==> src/rtl/restore_divider_param.sv <==
// Restoring shift/subtract divider producing one quotient bit per clock.
// Optional two's-complement mode divides magnitudes, then fixes up the result signs.
module restore_divider_param #(
    parameter int unsigned WIDTH     = 8,
    parameter bit          SIGNED_EN = 1'b1
) (
    input  logic             clk,
    input  logic             rst,
    input  logic             start,
    input  logic             signed_mode,
    input  logic [WIDTH-1:0] dividend,
    input  logic [WIDTH-1:0] divisor,
    output logic             busy,
    output logic             done,
    output logic [WIDTH-1:0] quotient,
    output logic [WIDTH-1:0] remainder,
    output logic             div_by_zero,
    output logic             overflow
);

    localparam int unsigned      CntW = $clog2(WIDTH + 1);
    localparam logic [WIDTH-1:0] One  = WIDTH'(1);
    localparam logic [WIDTH-1:0] Min  = {1'b1, {(WIDTH-1){1'b0}}};

    typedef enum logic [1:0] {StIdle, StRun, StDone} state_e;

    function automatic logic [WIDTH-1:0] negate(input logic [WIDTH-1:0] v);
        return ~v + One;
    endfunction

    state_e           state_q, state_d;
    logic [CntW-1:0]  cnt_q, cnt_d;
    logic [WIDTH:0]   rem_q, rem_d;
    logic [WIDTH-1:0] quo_q, quo_d;
    logic [WIDTH-1:0] dvsr_q, dvsr_d;
    logic             zero_q, zero_d;
    logic             rneg_q, rneg_d;
    logic             qneg_q, qneg_d;
    logic             ovf_pend_q, ovf_pend_d;
    logic [WIDTH-1:0] res_quo_q, res_quo_d;
    logic [WIDTH-1:0] res_rem_q, res_rem_d;
    logic             dbz_q, dbz_d;
    logic             ovf_q, ovf_d;

    logic             eff_signed, a_neg, b_neg;
    logic [WIDTH-1:0] a_mag, b_mag;
    logic [WIDTH+1:0] diff;
    logic [WIDTH:0]   step_rem;
    logic [WIDTH-1:0] step_quo;
    logic             step_bit;

    assign eff_signed = SIGNED_EN && signed_mode;
    assign a_neg      = eff_signed & dividend[WIDTH-1];
    assign b_neg      = eff_signed & divisor[WIDTH-1];
    assign a_mag      = a_neg ? negate(dividend) : dividend;
    assign b_mag      = b_neg ? negate(divisor) : divisor;

    // A borrow out of the extended subtraction means the trial subtract must be undone.
    assign diff     = {rem_q, quo_q[WIDTH-1]} - {2'b00, dvsr_q};
    assign step_bit = ~diff[WIDTH+1];
    assign step_rem = step_bit ? diff[WIDTH:0] : {rem_q[WIDTH-1:0], quo_q[WIDTH-1]};
    assign step_quo = {quo_q[WIDTH-2:0], step_bit};

    always_comb begin
        state_d    = state_q;
        cnt_d      = cnt_q;
        rem_d      = rem_q;
        quo_d      = quo_q;
        dvsr_d     = dvsr_q;
        zero_d     = zero_q;
        rneg_d     = rneg_q;
        qneg_d     = qneg_q;
        ovf_pend_d = ovf_pend_q;
        res_quo_d  = res_quo_q;
        res_rem_d  = res_rem_q;
        dbz_d      = dbz_q;
        ovf_d      = ovf_q;

        case (state_q)
            StIdle: begin
                if (start) begin
                    // A zero divisor spends a single cycle in RUN to meet its one-edge latency.
                    zero_d     = (divisor == '0);
                    cnt_d      = (divisor == '0) ? CntW'(1) : CntW'(WIDTH);
                    rem_d      = '0;
                    quo_d      = (divisor == '0) ? dividend : a_mag;
                    dvsr_d     = b_mag;
                    rneg_d     = a_neg;
                    qneg_d     = a_neg ^ b_neg;
                    ovf_pend_d = eff_signed && (dividend == Min) && (divisor == '1);
                    dbz_d      = 1'b0;
                    ovf_d      = 1'b0;
                    state_d    = StRun;
                end
            end
            StRun: begin
                cnt_d = cnt_q - CntW'(1);
                rem_d = step_rem;
                quo_d = step_quo;
                if (cnt_q == CntW'(1)) begin
                    state_d = StDone;
                    if (zero_q) begin
                        res_quo_d = '1;
                        res_rem_d = quo_q;
                        dbz_d     = 1'b1;
                    end else begin
                        res_quo_d = qneg_q ? negate(step_quo) : step_quo;
                        res_rem_d = rneg_q ? negate(step_rem[WIDTH-1:0]) : step_rem[WIDTH-1:0];
                        ovf_d     = ovf_pend_q;
                    end
                end
            end
            StDone: begin
                state_d = StIdle;
            end
            default: begin
                state_d = StIdle;
            end
        endcase
    end

    always_ff @(posedge clk) begin
        if (rst) begin
            state_q    <= StIdle;
            cnt_q      <= '0;
            rem_q      <= '0;
            quo_q      <= '0;
            dvsr_q     <= '0;
            zero_q     <= 1'b0;
            rneg_q     <= 1'b0;
            qneg_q     <= 1'b0;
            ovf_pend_q <= 1'b0;
            res_quo_q  <= '0;
            res_rem_q  <= '0;
            dbz_q      <= 1'b0;
            ovf_q      <= 1'b0;
        end else begin
            state_q    <= state_d;
            cnt_q      <= cnt_d;
            rem_q      <= rem_d;
            quo_q      <= quo_d;
            dvsr_q     <= dvsr_d;
            zero_q     <= zero_d;
            rneg_q     <= rneg_d;
            qneg_q     <= qneg_d;
            ovf_pend_q <= ovf_pend_d;
            res_quo_q  <= res_quo_d;
            res_rem_q  <= res_rem_d;
            dbz_q      <= dbz_d;
            ovf_q      <= ovf_d;
        end
    end

    assign busy        = (state_q != StIdle);
    assign done        = (state_q == StDone);
    assign quotient    = res_quo_q;
    assign remainder   = res_rem_q;
    assign div_by_zero = dbz_q;
    assign overflow    = ovf_q;

endmodule

==> config.mk <==
export PLATFORM = sky130hd
export DESIGN_NAME = restore_divider_param
export DESIGN_NICKNAME = d
export VERILOG_FILES = /design/src/rtl/restore_divider_param.sv
export SDC_FILE = /design/constraint.sdc
export NUM_CORES = 1
export LEC_CHECK = 0
export BUFFER_PORTS_ARGS = -buffer_cell sky130_fd_sc_hd__clkbuf_2
export CORE_MARGIN = 4
export CORE_UTILIZATION = 60
export CTS_BUF_LIST = sky130_fd_sc_hd__clkbuf_8
export DETAILED_ROUTE_END_ITERATION = 8
export HOLD_SLACK_MARGIN = 0.12
export PLACE_DENSITY = 0.8
export SYNTH_ARGS = -nofsm -noshare
export SYNTH_HDL_FRONTEND = slang
export SYNTH_SLANG_ARGS = --single-unit
==> constraint.sdc <==
create_clock -name clk -period 4.24 [get_ports clk]
set_clock_uncertainty 0.05 [all_clocks]
set_input_delay 0.424 -clock clk [delete_from_list [all_inputs] [get_ports clk]]
set_output_delay 0.424 -clock clk [all_outputs]
set_load 0.01 [all_outputs]
**After elaboration in Yosys (flattened, before gate mapping)**

Cells that the tools add are included.
W data, S select, Z words.

- Latch bits: 0
- Memories: 0
- Word-level logic and storage cells: 73
- Flip-flop bits (word level): 53
- ROM bits: 0
- Memory bits (writable): 0
- Input port bits: 20
- Output and inout port bits: 20

- Shift operators: 0
- Add/sub/neg operators: 6
- Mux-type cells: 25
- Reduce and logical (&&, ||, !) cells: 12
- Equal/unequal tests: 9
- Bitwise logic cells: 8
- Multipliers: 0
- Divide/modulo/power cells: 0
- Order comparisons: 0

Operators with widths:

| cell | number |
|---|---|
| $mux W8 | 8 |
| $add A8 B1 Y8 const B | 4 |
| $not A8 Y8 | 4 |
| $mux W9 | 2 |
| $pmux W9 S2 | 1 |
| $eq A8 B8 Y1 const B | 2 |
| $pmux W8 S2 | 1 |
| $sub A10 B8 Y10 | 1 |
| $logic_not A8 Y1 | 1 |
| $mux W4 | 2 |
| $ne A2 B2 Y1 const B | 4 |
| $pmux W4 S2 | 1 |
| $reduce_and A2 Y1 | 4 |
| $reduce_and A4 Y1 | 2 |
| $mux W1 | 5 |
| $eq A4 B1 Y1 const B | 1 |
| $mux W2 | 2 |
| $pmux W1 S2 | 2 |
| $pmux W2 S2 | 1 |
| $reduce_bool A2 Y1 | 2 |
| $sub A4 B1 Y4 const B | 1 |
| $and A1 B1 Y1 | 2 |
| $eq A2 B1 Y1 const B | 1 |
| $eq A2 B2 Y1 const B | 1 |
| 4 further kinds | 5 |

**Longest topological paths before layout**

Gate-level depths: netlist of the first run.

- Depth after elaboration: 6
- Depth in mapped cells: 13
- Gate-level depth less buffers: 13

**Worst setup path after synthesis of the first run**

No wires, ideal clock.

- Path kind: register -> register
- From: register rem_q[4]
- To: register res_rem_q[6] (netlist: remainder[6])
- Path buffers: 0
- Clock period less this slack: 2936 ps
- Data arrival time: 2760 ps
- Stages on the path, launching flop included: 13
- Required time: 4064 ps
- Path slack: 1304 ps
- Setup time: 126 ps
- Path through: dfxtp_1 -> ha_1 -> and3_2 -> a221oi_2 -> a21boi_4 -> xnor2_4 -> mux2_2 -> ha_1 -> nand2_1 -> nor3_1 -> a32oi_1 -> o2111a_1 -> nor3_1

- Longest elaborated chain between the ends: 6

Ends and longest elaborated chain:

| what | line | RTL |
|---|---|---|
| from (decl) | 33 | `logic [WIDTH:0] rem_q, rem_d;` |
| from (signal assigned) | 140 | `rem_q <= rem_d;` |
| $sub A10 B8 Y10 | 59 | `assign diff = {rem_q, quo_q[WIDTH-1]} - {2'b00, dvsr_q};` |
| $mux W9 (*) | 61 | `assign step_rem = step_bit ? diff[WIDTH:0] : {rem_q[WIDTH-1:0], quo_q[WIDTH-1]};` |
| $not A8 Y8 | 28 | `return ~v + One;` |
| $add A8 B1 Y8 | 28 |  |
| $mux W8 (*) | 108 | `res_rem_d = rneg_q ? negate(step_rem[WIDTH-1:0]) : step_rem[WIDTH-1:0];` |
| $mux W8 (*) | 102 | `if (zero_q) begin` |
| to (signal assigned) | 148 | `res_rem_q <= res_rem_d;` |
| to (decl) | 41 | `logic [WIDTH-1:0] res_rem_q, res_rem_d;` |

Every way passes the cells marked *; elsewhere a longest branch is shown, timed or not.
A chain may end at the register's enable or synchronous reset.

**Worst setup path after layout of the first run**

- From: register rem_q[4]
- To: register res_rem_q[2] (netlist: remainder[2])

- Longest elaborated chain between the ends: 6

Ends and longest elaborated chain:

| what | line |
|---|---|
| $sub A10 B8 Y10 (*) | 59 |
| $mux W9 (*) | 61 |
| $not A8 Y8 | 28 |
| $add A8 B1 Y8 | 28 |
| $mux W8 (*) | 108 |
| $mux W8 (*) | 102 |

Marked as above.

==> flow_metrics.env, run 1 <==
export IMPL_drtIter0Drc=228
export IMPL_ys_top_cells_by_count="55 x nand2_1, 53 x dfxtp_1, 49 x nor2_1, 37 x a21oi_1, 22 x o21ai_0"
export IMPL_grt_first_pass_wirelength_mm=13.4
export IMPL_critPathLaunch="rem_q[4]$_SDFFE_PP0P_"
export IMPL_die_h_um=83.3
export IMPL_rsz0062_at_grt="no"
export IMPL_drv_cap=0
export IMPL_synth_seq_cells=53
export IMPL_synth_top_area_cell="dfxtp_1"
export IMPL_pin_count=40
export IMPL_syn_inst=440
export IMPL_fmax_ghz=0.295
export IMPL_start_util_pct=61.8
export IMPL_finalWeightedCongestion=0.847
export IMPL_period_needed_ns=3.39
export IMPL_status="completed"
export IMPL_arrival_ns=3.57
export IMPL_rr_worst_depth=12
export IMPL_synth_seq_area_share_pct=31.2
export IMPL_synth_area_leaders="dfxtp_1 31%, nand2_1 6.1%, ha_1 5.5%"
export IMPL_die_w_um=83.3
export IMPL_synth_top_family_by_area="simple AND/OR/NAND/NOR gates"
export IMPL_ys_types=56
export IMPL_timing_setup_tns_ns=0
export IMPL_setup_worst_path_end="remainder[2]$_SDFFE_PP0P_"
export IMPL_start_kind="flip-flop"
export IMPL_avgSynthCellArea_sq_um=7.74
export IMPL_synthXorXnorAreaFrac_pct=7.75
export IMPL_rows=27
export IMPL_slew_limit_headroom_pct=22.9
export IMPL_ir_drop_uv=257
export IMPL_post_route_period_util_pct=79.9
export IMPL_cts_tree="done"
export IMPL_synth_edff_count=0
export IMPL_register_area_sq_um=1060
export IMPL_cts_root_buf="clkbuf_8"
export IMPL_syn2layout_area_growth_pct=8.52
export IMPL_async_reset_ff_share_pct=0
export IMPL_die_area_sq_um=6950
export IMPL_htreeDepth=2
export IMPL_synth_nets=476
export IMPL_worstReg2RegEnd="remainder[2]$_SDFFE_PP0P_"
export IMPL_postRouteAntennaNets=0
export IMPL_antenna_found_initial=0
export IMPL_synthDominantCellAreaShare_pct=31.2
export IMPL_slew_viol_final=0
export IMPL_n_antenna_cell=0
export IMPL_cts_hold_buffers_added=0
export IMPL_setup_viol=0
export IMPL_synth_fa_ha_area_share_pct=6.10
export IMPL_fillCellCount=483
export IMPL_synth_main_ff_cell="dfxtp_1"
export IMPL_cts_sinks=53
export IMPL_wl_per_cell_um=14.8
export IMPL_synthSimpleGateAreaFrac_pct=24.4
export IMPL_finalHoldViolCount=0
export IMPL_wirelength_mm=7.98
export IMPL_multi_input_comb_area_sq_um=2170
export IMPL_clkTransAtPathRegs_ns=0.10
export IMPL_r2r_start="rem_q[4]$_SDFFE_PP0P_"
export IMPL_first_global_vias=2967
export IMPL_drtPass1Iterations=4
export IMPL_avgViaCountPerCell=5.93
export IMPL_io_buffers=39
export IMPL_required_ns=4.42
export IMPL_cts_resized=0
export IMPL_cp_end_kind="flip-flop"
export IMPL_synth_area_sq_um=3410
export IMPL_grtUsageTotal_pct=23.0
export IMPL_grt_max_degree=41
export IMPL_synth_compound_area_share_pct=22.4
export IMPL_critPathMaxFanout=17
export IMPL_worst_slew_pin_transition_ns=1.15
export IMPL_cts_buffer_depth=2
export IMPL_hold_start="divisor[0]"
export IMPL_numCtsBuffers=5
export IMPL_via_count=3193
export IMPL_synthMuxAreaShare_pct=2.98
export IMPL_dp_slack_ns=0.916
export IMPL_drc=0
export IMPL_worst_slack_ns=0.853
export IMPL_crit_type="reg -> reg"
export IMPL_core_area_sq_um=5510
export IMPL_drive_gt1_share_pct=13.1
export IMPL_grt_overflow_total=0
export IMPL_r2r_slack_ns=0.85
export IMPL_clk_insertion_delay_late_ns=0.31
export IMPL_hold_class="in -> reg"
export IMPL_yosysMostFrequentCell="nand2_1"
export IMPL_p_leak_nw=1.48
export IMPL_fin_nets=501
export IMPL_power_density_nw_per_um2=466
export IMPL_cts_setup_buffers=0
export IMPL_place_hpwl_mm=6.01
export IMPL_synth_warnings=0
-- kinds of logic (layout without fill, tap and decap cells) --
family | after synthesis | count (layout)
xor+xnor | 28 | 28
compound gates | 112 | 112
mux | 10 | 10
buf+inv | 44 | 70
flops | 53 | 53
fa+ha+maj | 16 | 16
simple gates | 177 | 177
-- registers in the layout, summed over array words and instances, names as in the netlist, 2 cells and up --
name,cells
rem_q,9
quo_q,8
quotient,8
remainder,8
state_q,2
dvsr_q,8
cnt_q,4
-- stage by stage --
step | total power [mW] | cells | hold WS (ns) | instance area, sq um | util [%]
floorplan | 1.28 | 440 | 0.382 | 3410 | -
global placement | 1.42 | 530 | 0.395 | 3610 | 65.5
detailed placement | 1.43 | 530 | 0.397 | 3610 | 65.5
CTS | 1.72 | 538 | 0.353 | 3700 | 67.1
global route | 1.84 | 538 | 0.371 | 3700 | 67.1
finish | 1.72 | 538 | 0.368 | 3700 | 67.1
-- area by class of cell --
class                   instances  area share (%)
clock inverters                 3           0.508
repair buffers                 40            5.48
clock buffers                   5            1.86
multi-input cells             343            58.6
inverters                      22            2.37
flip-flops and latches         53            28.7
well taps                      72            2.44
-- worst min-delay path by stage --
stage | to | slack (ns) | depth (start not counted)
2_1_floorplan | ovf_pend_q$_SDFFE_PP0P_ | 0.38 | 2
3_3_place_gp | ovf_pend_q$_SDFFE_PP0P_ | 0.39 | 2
3_5_place_dp | ovf_pend_q$_SDFFE_PP0P_ | 0.40 | 2
4_1_cts | dvsr_q[0]$_SDFFE_PP0P_ | 0.35 | 3
5_1_grt | dvsr_q[0]$_SDFFE_PP0P_ | 0.37 | 3
6_report | dvsr_q[0]$_SDFFE_PP0P_ | 0.37 | 3
-- layer usage --
| layer | vias to the layer above | global-route usage [%] | wire length (um) |
|---|---|---|---|
| met3 | 12 | 4.27 | 434 |
| met1 | 1471 | 29.7 | 3650 |
| li1 | 1613 | - | - |
| met5 | - | 0 | 0 |
| met4 | 0 | 6.98 | 121 |
| met2 | 97 | 38.8 | 3770 |
-- critical path: stages (launching register included) --
cell and delay, ns:
dfxtp_1 0.47, ha_1 0.32, and3_2 0.26, a221oi_2 0.22
a21boi_4 0.29, xnor2_4 0.30, mux2_2 0.44, ha_1 0.25
nor2_1 0.18, nor3b_1 0.08, mux2i_1 0.16, nand4_1 0.11
o21ai_0 0.17
-- power by group --
part	total (mW)	leakage [nW]	internal, mW	switching [mW]
Clock	0.287	0.0416	0.114	0.172
Sequential	0.589	0.432	0.537	0.0518
Combinational	0.845	1.01	0.348	0.497
Total	1.72	1.48	1.00	0.721
-- placed cells by master (no fill, tap or decap), types with 6 or more instances in the layout --
cell type,n
a211oi_1,9
a21oi_1,37
a31oi_1,6
clkbuf_2,39
dfxtp_1,53
ha_1,15
inv_1,22
mux2i_1,9
nand2_1,55
nand3_1,14
nor2_1,49
nor3_1,19
o21ai_0,22
o31ai_1,7
xnor2_1,15
xor2_1,12
Note: power is estimated with default switching activity, not from simulation.
==> run 2, diff against run 1 <==
--- a/config.mk
+++ b/config.mk
@@ -7,11 +7,11 @@
 export LEC_CHECK = 0
 export BUFFER_PORTS_ARGS = -buffer_cell sky130_fd_sc_hd__clkbuf_2
 export CORE_MARGIN = 4
-export CORE_UTILIZATION = 60
+export CORE_UTILIZATION = 55
 export CTS_BUF_LIST = sky130_fd_sc_hd__clkbuf_8
 export DETAILED_ROUTE_END_ITERATION = 8
 export HOLD_SLACK_MARGIN = 0.12
-export PLACE_DENSITY = 0.8
+export PLACE_DENSITY = 0.77
 export SYNTH_ARGS = -nofsm -noshare
 export SYNTH_HDL_FRONTEND = slang
 export SYNTH_SLANG_ARGS = --single-unit
==> constraint.sdc (replaced) <==
create_clock -name clk -period 2.76 [get_ports clk]
set_clock_uncertainty 0.05 [all_clocks]
set_input_delay 0.276 -clock clk [delete_from_list [all_inputs] [get_ports clk]]
set_output_delay 0.276 -clock clk [all_outputs]
set_load 0.01 [all_outputs]
==> flow_metrics.env, run 2 (synthesized netlist as in run 1, its figures left out) <==
export IMPL_grtUsageTotal_pct=23.7
export IMPL_dp_slack_ns=-0.0712
export IMPL_die_area_sq_um=7520
export IMPL_largest_register="rem_q"
export IMPL_design_area_sq_um=4180
export IMPL_finalWeightedCongestion=0.896
export IMPL_die_w_um=86.7
export IMPL_rows=28
export IMPL_postRouteAntennaNets=0
export IMPL_slew_viol_final=0
export IMPL_grt_max_degree=31
export IMPL_worst_slew_pin_transition_ns=0.603
export IMPL_worst_slack_ns=-0.0611
export IMPL_slew_limit_headroom_pct=59.4
export IMPL_drc=0
export IMPL_wirelength_mm=8.84
export IMPL_mostFrequentLayoutCells="54 x nand2_1, 48 x nor2_1, 44 x dfxtp_1"
export IMPL_rsz0062_at_grt="yes"
export IMPL_post_route_period_util_pct=102
export IMPL_finalHoldViolCount=0
export IMPL_fmax_ghz=0.354
export IMPL_io_buffers=39
export IMPL_fin_util_pct=70.1
export IMPL_drive_gt1_share_pct=24.4
export IMPL_cts_sinks=53
export IMPL_placedInstanceArea_sq_um=3880
export IMPL_numCtsBuffers=5
export IMPL_via_count=3356
export IMPL_whs_ns=0.210
export IMPL_clkTransAtPathRegs_ns=0.10
export IMPL_mostFrequentLayoutCell="nand2_1"
export IMPL_register_area_sq_um=1070
export IMPL_cts_hold_buffers_added=0
export IMPL_place_hpwl_mm=6.55
export IMPL_first_global_vias=3078
export IMPL_p_leak_nw=1.70
export IMPL_arrival_ns=2.98
export IMPL_critPathMaxFanout=5
export IMPL_fin_cells=575
export IMPL_pin_count=40
export IMPL_grt_overflow_total=0
export IMPL_cts_root_buf="clkbuf_8"
export IMPL_cts_buffer_depth=2
export IMPL_syn2layout_area_growth_pct=22.6
export IMPL_core_area_sq_um=5960
export IMPL_avgViaCountPerCell=5.84
export IMPL_dp_cells=560
export IMPL_drtPass1Iterations=6
export IMPL_n_antenna_cell=0
export IMPL_power_density_nw_per_um2=793
export IMPL_finalPower_mw=3.31
export IMPL_cts_tree="done"
export IMPL_htreeDepth=2
export IMPL_status="finished, violations left"
export IMPL_largest_register_ffs=9
export IMPL_hold_class="in -> reg"
export IMPL_ir_drop_uv=455
export IMPL_start_util_pct=57.2
export IMPL_die_h_um=86.7
export IMPL_cp_end_kind="flip-flop"
export IMPL_wl_per_cell_um=15.4
export IMPL_required_ns=2.92
export IMPL_grt_first_pass_wirelength_mm=14.4
export IMPL_multi_input_comb_area_sq_um=2330
export IMPL_antenna_found_initial=0
export IMPL_violations="negative setup slack"
export IMPL_drtIter0Drc=188
export IMPL_fillCellCount=494
export IMPL_drv_cap=0
export IMPL_fin_nets=536
export IMPL_period_needed_ns=2.82
export IMPL_crit_type="reg -> reg"
export IMPL_setup_viol=2
export IMPL_clk_insertion_delay_late_ns=0.31
export IMPL_timing_setup_tns_ns=-0.104
export IMPL_start_kind="flip-flop"
==> run 2: critical path: stages (launching register included) <==
cell and delay [ns]:
dfxtp_4 0.37, ha_4 0.24, a21o_1 0.18, a221oi_4 0.26, a21boi_4 0.28, xnor2_4 0.19, mux2_4 0.35, ha_4 0.18
nand2_2 0.06, nor3_1 0.04, a32oi_1 0.23, o2111a_1 0.23, nor3_1 0.05
==> run 2: final timing paths <==
kind / startpoint / to / slack, ns / depth (start not counted)
worst max-delay path: rem_q[5]$_SDFFE_PP0P_ / remainder[6]$_SDFFE_PP0P_ / -0.06 / 12
worst min-delay path: divisor[0] / dvsr_q[0]$_SDFFE_PP0P_ / 0.21 / 3
worst max register to register: rem_q[5]$_SDFFE_PP0P_ / remainder[6]$_SDFFE_PP0P_ / -0.06 / 12
worst min register to register: dvsr_q[0]$_SDFFE_PP0P_ / dvsr_q[0]$_SDFFE_PP0P_ / 0.42 / 2
==> run 2: repair_timing <==
item                                    CTS  global route
pin swaps                                 5             7
setup buffers                             2             6
hold endpoints to repair                  0             0
gates resized for setup                  10            17
endpoints found under the setup margin    4             9
gates cloned                              0             0
==> run 2: power breakdown <==
group | internal, mW | switching (mW)
registers | 0.829 | 0.0764
logic | 0.919 | 0.948
clock network | 0.269 | 0.272
total | 2.02 | 1.30
==> run 2: per-layer routing <==
layer  global-route usage (%)  wire length (um)
met2                     38.5              4090
met3                     3.52               523
met4                     8.22               233
met5                        0                 0
met1                     31.9              4000
==> run 2: cell type report <==
cell class,instances,area share [%]
clock buffers,5,1.65
clock inverters,2,0.929
inverters,22,2.10
multi-input cells,343,55.9
flip-flops and latches,53,25.7
well taps,75,2.25
repair buffers,75,11.4
